==> config.mk <==
export PLATFORM = sky130hd
export DESIGN_NAME = cond_action_queue_flat
export DESIGN_NICKNAME = d
export VERILOG_FILES = /design/src/rtl/cond_action_queue_if.sv /design/src/rtl/cond_action_queue.sv /design/src/flat_wrapper.sv
export SDC_FILE = /design/constraint.sdc
export NUM_CORES = 2
export LEC_CHECK = 0
export BUFFER_PORTS_ARGS = -buffer_cell sky130_fd_sc_hd__buf_4
export CAP_MARGIN = 30
export CELL_PAD_IN_SITES_DETAIL_PLACEMENT = 0
export CELL_PAD_IN_SITES_GLOBAL_PLACEMENT = 2
export CORE_MARGIN = 2
export CORE_UTILIZATION = 33
export CTS_CLUSTER_SIZE = 25
export DETAILED_ROUTE_END_ITERATION = 12
export GPL_TIMING_DRIVEN = 1
export PLACE_DENSITY_LB_ADDON = 0.1
export SLEW_MARGIN = 15
export SYNTH_ARGS = -nofsm -noshare
export SYNTH_HDL_FRONTEND = slang
export SYNTH_SLANG_ARGS = --single-unit
==> constraint.sdc <==
create_clock -name clk -period 4.8 [get_ports clk]
set_clock_uncertainty 0.2 [all_clocks]
set_input_delay 0.24 -clock clk [delete_from_list [all_inputs] [get_ports clk]]
set_output_delay 0.24 -clock clk [all_outputs]
set_load 0.03 [all_outputs]
==> src/rtl/cond_action_queue_if.sv <==
// Action-queue port bundle: dual-issue request side, flush, and the
// valid/ready drain side with occupancy and drop-count status.
interface cond_action_queue_if #(
    parameter int DEPTH  = 8,
    parameter int DATA_W = 32,
    parameter int OP_W   = 2
);
    localparam int CNT_W = $clog2(DEPTH) + 1;

    logic              in0_valid;
    logic [OP_W-1:0]   in0_op;
    logic [DATA_W-1:0] in0_data;
    logic              in1_valid;
    logic [OP_W-1:0]   in1_op;
    logic [DATA_W-1:0] in1_data;
    logic              flush;
    logic              out_valid;
    logic              out_ready;
    logic [OP_W-1:0]   out_op;
    logic [DATA_W-1:0] out_data;
    logic [15:0]       out_seq;
    logic [CNT_W-1:0]  count;
    logic              full;
    logic              empty;
    logic [15:0]       drop_cnt;

    // Producer/consumer side: drives requests, flush and out_ready.
    modport master (
        output in0_valid, in0_op, in0_data, in1_valid, in1_op, in1_data,
        output flush, out_ready,
        input  out_valid, out_op, out_data, out_seq, count, full, empty, drop_cnt
    );

    // Queue side.
    modport slave (
        input  in0_valid, in0_op, in0_data, in1_valid, in1_op, in1_data,
        input  flush, out_ready,
        output out_valid, out_op, out_data, out_seq, count, full, empty, drop_cnt
    );
endinterface

==> src/rtl/cond_action_queue.sv <==
// Conditional action queue: accepts up to two action requests per cycle in
// issue order (in0 before in1), stamps each with a 16-bit sequence number and
// drains one entry per cycle. Requests that do not fit are counted in a
// saturating drop counter. Flush empties the queue but keeps seq and drops.
module cond_action_queue #(
    parameter int DEPTH  = 8,
    parameter int DATA_W = 32,
    parameter int OP_W   = 2
) (
    input  logic                 clk,
    input  logic                 rst_n,
    cond_action_queue_if.slave   bus
);
    localparam int PTR_W = $clog2(DEPTH);
    localparam int CNT_W = PTR_W + 1;

    logic [OP_W-1:0]   op_mem_r   [DEPTH];
    logic [DATA_W-1:0] data_mem_r [DEPTH];
    logic [15:0]       seq_mem_r  [DEPTH];
    logic [PTR_W-1:0]  rd_ptr_r;
    logic [PTR_W-1:0]  wr_ptr_r;
    logic [CNT_W-1:0]  count_r;
    logic [15:0]       seq_r;
    logic [15:0]       drop_cnt_r;
    logic              full_r;
    logic              empty_r;

    logic              pop_s;
    logic [CNT_W-1:0]  free_s;
    logic [1:0]        req_s;
    logic [1:0]        acc_s;
    logic [1:0]        drop_s;
    logic [16:0]       drop_sum_s;
    logic [OP_W-1:0]   slot0_op_s;
    logic [DATA_W-1:0] slot0_data_s;
    logic [CNT_W-1:0]  count_next_s;
    logic [15:0]       seq_next_s;
    logic [15:0]       drop_next_s;

    // Acceptance, drop and next-state arithmetic for one cycle.
    always_comb begin
        pop_s        = !empty_r && bus.out_ready;
        // A same-cycle pop frees a slot for this cycle's pushes.
        free_s       = CNT_W'(DEPTH) - count_r + {{(CNT_W-1){1'b0}}, pop_s};
        req_s        = {1'b0, bus.in0_valid} + {1'b0, bus.in1_valid};
        acc_s        = 2'd0;
        drop_s       = 2'd0;
        slot0_op_s   = bus.in1_op;
        slot0_data_s = bus.in1_data;
        count_next_s = count_r;
        seq_next_s   = seq_r;
        drop_next_s  = drop_cnt_r;

        if (free_s >= CNT_W'(2)) begin
            acc_s = req_s;
        end else if (free_s == CNT_W'(1)) begin
            acc_s = (req_s != 2'd0) ? 2'd1 : 2'd0;
        end else begin
            acc_s = 2'd0;
        end
        drop_s = req_s - acc_s;

        // The first written slot is in0 when present, otherwise a lone in1.
        if (bus.in0_valid) begin
            slot0_op_s   = bus.in0_op;
            slot0_data_s = bus.in0_data;
        end else begin
            slot0_op_s   = bus.in1_op;
            slot0_data_s = bus.in1_data;
        end

        drop_sum_s = {1'b0, drop_cnt_r} + {15'd0, drop_s};

        // Flush discards everything this cycle; discarded requests are not drops.
        if (bus.flush) begin
            count_next_s = {CNT_W{1'b0}};
            seq_next_s   = seq_r;
            drop_next_s  = drop_cnt_r;
        end else begin
            count_next_s = count_r + {{(CNT_W-2){1'b0}}, acc_s}
                         - {{(CNT_W-1){1'b0}}, pop_s};
            seq_next_s   = seq_r + {14'd0, acc_s};
            drop_next_s  = drop_sum_s[16] ? 16'hFFFF : drop_sum_s[15:0];
        end
    end

    // Pointers, occupancy, sequence and drop counters.
    always_ff @(posedge clk or negedge rst_n) begin
        if (!rst_n) begin
            rd_ptr_r   <= {PTR_W{1'b0}};
            wr_ptr_r   <= {PTR_W{1'b0}};
            count_r    <= {CNT_W{1'b0}};
            seq_r      <= 16'd0;
            drop_cnt_r <= 16'd0;
            full_r     <= 1'b0;
            empty_r    <= 1'b1;
        end else begin
            if (bus.flush) begin
                rd_ptr_r <= {PTR_W{1'b0}};
                wr_ptr_r <= {PTR_W{1'b0}};
            end else begin
                rd_ptr_r <= rd_ptr_r + {{(PTR_W-1){1'b0}}, pop_s};
                wr_ptr_r <= wr_ptr_r + PTR_W'(acc_s);
            end
            count_r    <= count_next_s;
            seq_r      <= seq_next_s;
            drop_cnt_r <= drop_next_s;
            full_r     <= (count_next_s == CNT_W'(DEPTH));
            empty_r    <= (count_next_s == {CNT_W{1'b0}});
        end
    end

    // Entry storage; cleared on reset so the idle head reads as zero.
    always_ff @(posedge clk or negedge rst_n) begin
        if (!rst_n) begin
            for (int i = 0; i < DEPTH; i++) begin
                op_mem_r[i]   <= {OP_W{1'b0}};
                data_mem_r[i] <= {DATA_W{1'b0}};
                seq_mem_r[i]  <= 16'd0;
            end
        end else if (!bus.flush) begin
            if (acc_s != 2'd0) begin
                op_mem_r[wr_ptr_r]   <= slot0_op_s;
                data_mem_r[wr_ptr_r] <= slot0_data_s;
                seq_mem_r[wr_ptr_r]  <= seq_r;
            end
            if (acc_s == 2'd2) begin
                op_mem_r[wr_ptr_r + PTR_W'(1)]   <= bus.in1_op;
                data_mem_r[wr_ptr_r + PTR_W'(1)] <= bus.in1_data;
                seq_mem_r[wr_ptr_r + PTR_W'(1)]  <= seq_r + 16'd1;
            end
        end
    end

    assign bus.out_valid = !empty_r;
    assign bus.out_op    = op_mem_r[rd_ptr_r];
    assign bus.out_data  = data_mem_r[rd_ptr_r];
    assign bus.out_seq   = seq_mem_r[rd_ptr_r];
    assign bus.count     = count_r;
    assign bus.full      = full_r;
    assign bus.empty     = empty_r;
    assign bus.drop_cnt  = drop_cnt_r;
endmodule

==> src/flat_wrapper.sv <==
// flat-port wrapper written by rule: the top's interface ports become plain ports
module cond_action_queue_flat 
#(
    parameter int DEPTH  = 8,
    parameter int DATA_W = 32,
    parameter int OP_W   = 2
)
  (clk, rst_n, bus_in0_valid, bus_in0_op, bus_in0_data, bus_in1_valid, bus_in1_op, bus_in1_data, bus_flush, bus_out_ready, bus_out_valid, bus_out_op, bus_out_data, bus_out_seq, bus_count, bus_full, bus_empty, bus_drop_cnt);
  cond_action_queue_if #(.DEPTH(DEPTH), .DATA_W(DATA_W), .OP_W(OP_W)) bus_i ();
  input  logic clk;
  input  logic rst_n;
  input wire logic [$bits(bus_i.in0_valid)-1:0] bus_in0_valid;
  input wire logic [$bits(bus_i.in0_op)-1:0] bus_in0_op;
  input wire logic [$bits(bus_i.in0_data)-1:0] bus_in0_data;
  input wire logic [$bits(bus_i.in1_valid)-1:0] bus_in1_valid;
  input wire logic [$bits(bus_i.in1_op)-1:0] bus_in1_op;
  input wire logic [$bits(bus_i.in1_data)-1:0] bus_in1_data;
  input wire logic [$bits(bus_i.flush)-1:0] bus_flush;
  input wire logic [$bits(bus_i.out_ready)-1:0] bus_out_ready;
  output wire logic [$bits(bus_i.out_valid)-1:0] bus_out_valid;
  output wire logic [$bits(bus_i.out_op)-1:0] bus_out_op;
  output wire logic [$bits(bus_i.out_data)-1:0] bus_out_data;
  output wire logic [$bits(bus_i.out_seq)-1:0] bus_out_seq;
  output wire logic [$bits(bus_i.count)-1:0] bus_count;
  output wire logic [$bits(bus_i.full)-1:0] bus_full;
  output wire logic [$bits(bus_i.empty)-1:0] bus_empty;
  output wire logic [$bits(bus_i.drop_cnt)-1:0] bus_drop_cnt;
  assign bus_i.in0_valid = bus_in0_valid;
  assign bus_i.in0_op = bus_in0_op;
  assign bus_i.in0_data = bus_in0_data;
  assign bus_i.in1_valid = bus_in1_valid;
  assign bus_i.in1_op = bus_in1_op;
  assign bus_i.in1_data = bus_in1_data;
  assign bus_i.flush = bus_flush;
  assign bus_i.out_ready = bus_out_ready;
  assign bus_out_valid = bus_i.out_valid;
  assign bus_out_op = bus_i.out_op;
  assign bus_out_data = bus_i.out_data;
  assign bus_out_seq = bus_i.out_seq;
  assign bus_count = bus_i.count;
  assign bus_full = bus_i.full;
  assign bus_empty = bus_i.empty;
  assign bus_drop_cnt = bus_i.drop_cnt;
  cond_action_queue #(.DEPTH(DEPTH), .DATA_W(DATA_W), .OP_W(OP_W)) u_core (.clk(clk), .rst_n(rst_n), .bus(bus_i));
endmodule
==> flow_metrics.env <==
export IMPL_status="completed"
export IMPL_die_w_um=274
export IMPL_maxSlewHeadroom=0.303
export IMPL_p_int_w=0.0110
export IMPL_yosysTopAreaCell="dfrtp_1"
export IMPL_vias=20700
export IMPL_cts_resized=0
export IMPL_synthCells=2388
export IMPL_cts_clk_slew_worst_paths_ps=60
export IMPL_p_sw_w=0.00669
export IMPL_grt_setup_unrepaired="no"
export IMPL_synth_seq_cells=444
export IMPL_hold_path_end="u_core.data_mem_r[160]$_DFFE_PN0N_"
export IMPL_fillers=7068
export IMPL_r2r_slack_ps=370
export IMPL_dp_hpwl_um=52800
export IMPL_rows=99
export IMPL_portBuffers=146
export IMPL_min_from="bus_in0_valid"
export IMPL_area_delta_synth_final_pct=20.5
export IMPL_setup_viol=0
export IMPL_syn_cell_area_sq_mm=0.0241
export IMPL_hp_class="in -> reg"
export IMPL_firstDrtPassIters=7
export IMPL_grt_pass1_wl_um=141000
export IMPL_die_y_um=274
export IMPL_ys_seq_area_frac=0.461
export IMPL_fmax_mhz=226
export IMPL_sw_frac_of_total=0.379
export IMPL_antenna_left=0
export IMPL_finalHoldWorstSlack_ps=14.4
export IMPL_multi_input_area_sq_mm=0.0110
export IMPL_fin_crit_sh=0.923
export IMPL_design_core_area_sq_mm=0.0727
export IMPL_grt_overflow_total=0
export IMPL_yosysUniqueCellTypes=58
export IMPL_grt_max_degree=121
export IMPL_synth_most_common_cell="dfrtp_1"
export IMPL_wire_per_inst_um=26.7
export IMPL_layout_min_cycle_time_ps=4430
export IMPL_tns_ps=0
export IMPL_synth_edff_count=0
export IMPL_antenna_found_initial=1
export IMPL_p_clk_frac=0.237
export IMPL_peakVddDrop_mv=0.400
export IMPL_worstMarginPinSlew_ps=1040
export IMPL_synth_ff_type="dfrtp_1"
export IMPL_crit_fanout=39
export IMPL_r2r_start="u_core.bus.empty$_DFF_PN1_"
export IMPL_track_usage=0.251
export IMPL_htreeDepth=2
export IMPL_crit_path_end_kind="flip-flop"
export IMPL_seqPwrFrac=0.341
export IMPL_layout_drive_gt1_share=0.227
export IMPL_dr_first_iter_drc_count=2132
export IMPL_ys_top_cells_by_count="dfrtp_1, nor2_1, inv_1"
export IMPL_routed_wl_um=94800
export IMPL_yosys_warnings=0
export IMPL_start_util=0.332
export IMPL_grt_pass1_vias=21000
export IMPL_power_frac_comb=0.422
export IMPL_syn_nets=2485
export IMPL_total_leakage_power_nw=12.9
export IMPL_insertion_delay_ps=610
export IMPL_ff2ff_path_depth=12
export IMPL_p_per_area_mw_per_mm2=607
export IMPL_crit_type="reg -> reg"
export IMPL_worstPathArrival_ps=4730
export IMPL_cts_root_buf="clkbuf_16"
export IMPL_reg2reg_to="u_core.data_mem_r[86]$_DFFE_PN0N_"
export IMPL_worstSetupStartpointType="flip-flop"
export IMPL_gp_congestion=0.806
export IMPL_drc=0
export IMPL_ioPinCount=147
export IMPL_postCtsSetupRepairBufs=0
export IMPL_required_ps=5100
export IMPL_hold_path_depth=3
export IMPL_vias_per_cell=5.82
export IMPL_async_flop_share=1.00
export IMPL_fin_nets=2647
export IMPL_cap_violations=0
export IMPL_diodes=0
export IMPL_fp_dieArea_sq_mm=0.0753
export IMPL_cts_sinks=444
export IMPL_cts_made_buffers=55
export IMPL_ff_latch_area_sq_mm=0.0111
export IMPL_cts_tree="yes"
export IMPL_cts_path_max_buffers=3
export IMPL_finalMaxSlewViolations=0
export IMPL_finalHoldViolations=0
export IMPL_yosysTopAreaCellShare=0.460
export IMPL_syn_avg_cell_area_sq_um=10.1
export IMPL_synthTopCellsByArea="dfrtp_1, a221oi_1, mux4_2, nor2_1, inv_1"
==> power groups by stage <==
| stage | clock (W) | combinational, W | sequential, W |
|---|---|---|---|
| 3_5_place_dp | 0 | 0.00730 | 0.00605 |
| 4_1_cts | 0.00430 | 0.00746 | 0.00600 |
| 3_3_place_gp | 0 | 0.00718 | 0.00603 |
| 6_report | 0.00418 | 0.00745 | 0.00602 |
| 5_1_grt | 0.00444 | 0.00807 | 0.00617 |
| 2_1_floorplan | 0 | 0.00497 | 0.00578 |
==> stage by stage <==
step                setup WS [ps]  instances  cell area (sq um)  utilization  total power [W]
floorplan                     275       2388              24100            -           0.0108
global placement              504       3332              26200        0.361           0.0132
detailed placement            396       3349              26300        0.362           0.0134
CTS                           383       3518              28800        0.397           0.0178
global route                 2.28       3550              29100        0.400           0.0187
finish                        372       3550              29100        0.400           0.0176
==> cells by family after synthesis <==
group / Yosys count / synth area share
AND/OR/NAND/NOR: 660 / 0.122
XOR/XNOR: 35 / 0.0127
flip-flops: 444 / 0.461
adder cells (fa/ha/maj): 23 / 0.0132
AO/OA/AOI/OAI: 564 / 0.201
multiplexers: 122 / 0.103
buffers and inverters: 540 / 0.0870
==> cells in the final DEF, fill, tap and decap left out, types with 16 or more instances in the layout <==
master | synthesis | routed
a211oi_1 | 42 | 42
a221o_1 | 28 | 28
a221oi_1 | 276 | 276
buf_2 | 34 | 30
buf_4 | 8 | 207
clkbuf_1 | 129 | 18
clkbuf_16 | 0 | 57
clkbuf_8 | 0 | 16
dfrtp_1 | 443 | 440
dlygate4sd3_1 | 0 | 83
ha_1 | 19 | 19
inv_1 | 305 | 305
mux2_2 | 19 | 19
mux4_2 | 100 | 100
nand2_1 | 131 | 131
nand3_1 | 35 | 35
nand4_1 | 20 | 20
nor2_1 | 322 | 322
nor2b_1 | 49 | 49
nor3_1 | 36 | 36
o21ai_0 | 50 | 50
o221a_2 | 86 | 86
or2_2 | 17 | 17
xnor2_1 | 19 | 19
xor2_1 | 16 | 16
==> timing repair <==
| action | CTS | global route |
|---|---|---|
| setup endpoints to repair | 0 | 0 |
| endpoints found under the hold margin | 371 | 16 |
| hold buffers | 71 | 12 |
==> critical path, stage by stage, from the launching register on <==
cell and delay (ps):
dfstp_2 530, inv_1 50, nand2_1 90, ha_1 180, inv_1 50, ha_1 300
or4_1 500, buf_4 250, a2111oi_4 800, o211a_2 310, buf_12 290, a221oi_1 130
dlygate4sd3_1 610
==> how the worst max path moves through the flow <==
stage	startpoint	slack, ps	endpoint	depth (start not counted)
global route	u_core.bus.empty$_DFF_PN1_	2	u_core.bus.drop_cnt[3]$_DFFE_PN0N_	17
floorplan	u_core.bus.empty$_DFF_PN1_	270	u_core.bus.drop_cnt[13]$_DFFE_PN0N_	19
finish	u_core.bus.empty$_DFF_PN1_	370	u_core.data_mem_r[86]$_DFFE_PN0N_	12
detailed placement	u_core.bus.empty$_DFF_PN1_	400	u_core.bus.drop_cnt[7]$_DFFE_PN0N_	17
CTS	u_core.bus.empty$_DFF_PN1_	380	u_core.data_mem_r[86]$_DFFE_PN0N_	12
global placement	u_core.bus.empty$_DFF_PN1_	500	u_core.bus.drop_cnt[3]$_DFFE_PN0N_	17
==> metal layers <==
layer	up-vias	track usage	share of wire
li1	9032	-	-
met1	10600	0.359	0.45
met2	824	0.391	0.45
met3	158	0.0438	0.070
met4	0	0.0662	0.024
met5	-	0	0
==> final cells by class <==
cell class                 count  share of cell area
clock inverter                 7             0.00258
tap                          959              0.0413
clock buffer                  91              0.0590
timing repair buffer         339              0.0973
inverter                     306              0.0395
sequential                   444               0.383
multi-input combinational   1404               0.378
==> flip-flops by register name, indices dropped and copies added (netlist names) <==
register	count
u_core.bus.count	4
u_core.bus.drop_cnt	16
u_core.bus.empty	1
u_core.bus.full	1
u_core.data_mem_r	256
u_core.op_mem_r	16
u_core.rd_ptr_r	3
u_core.seq_mem_r	128
u_core.seq_r	16
u_core.wr_ptr_r	3
(Power assumes the default switching activity.)
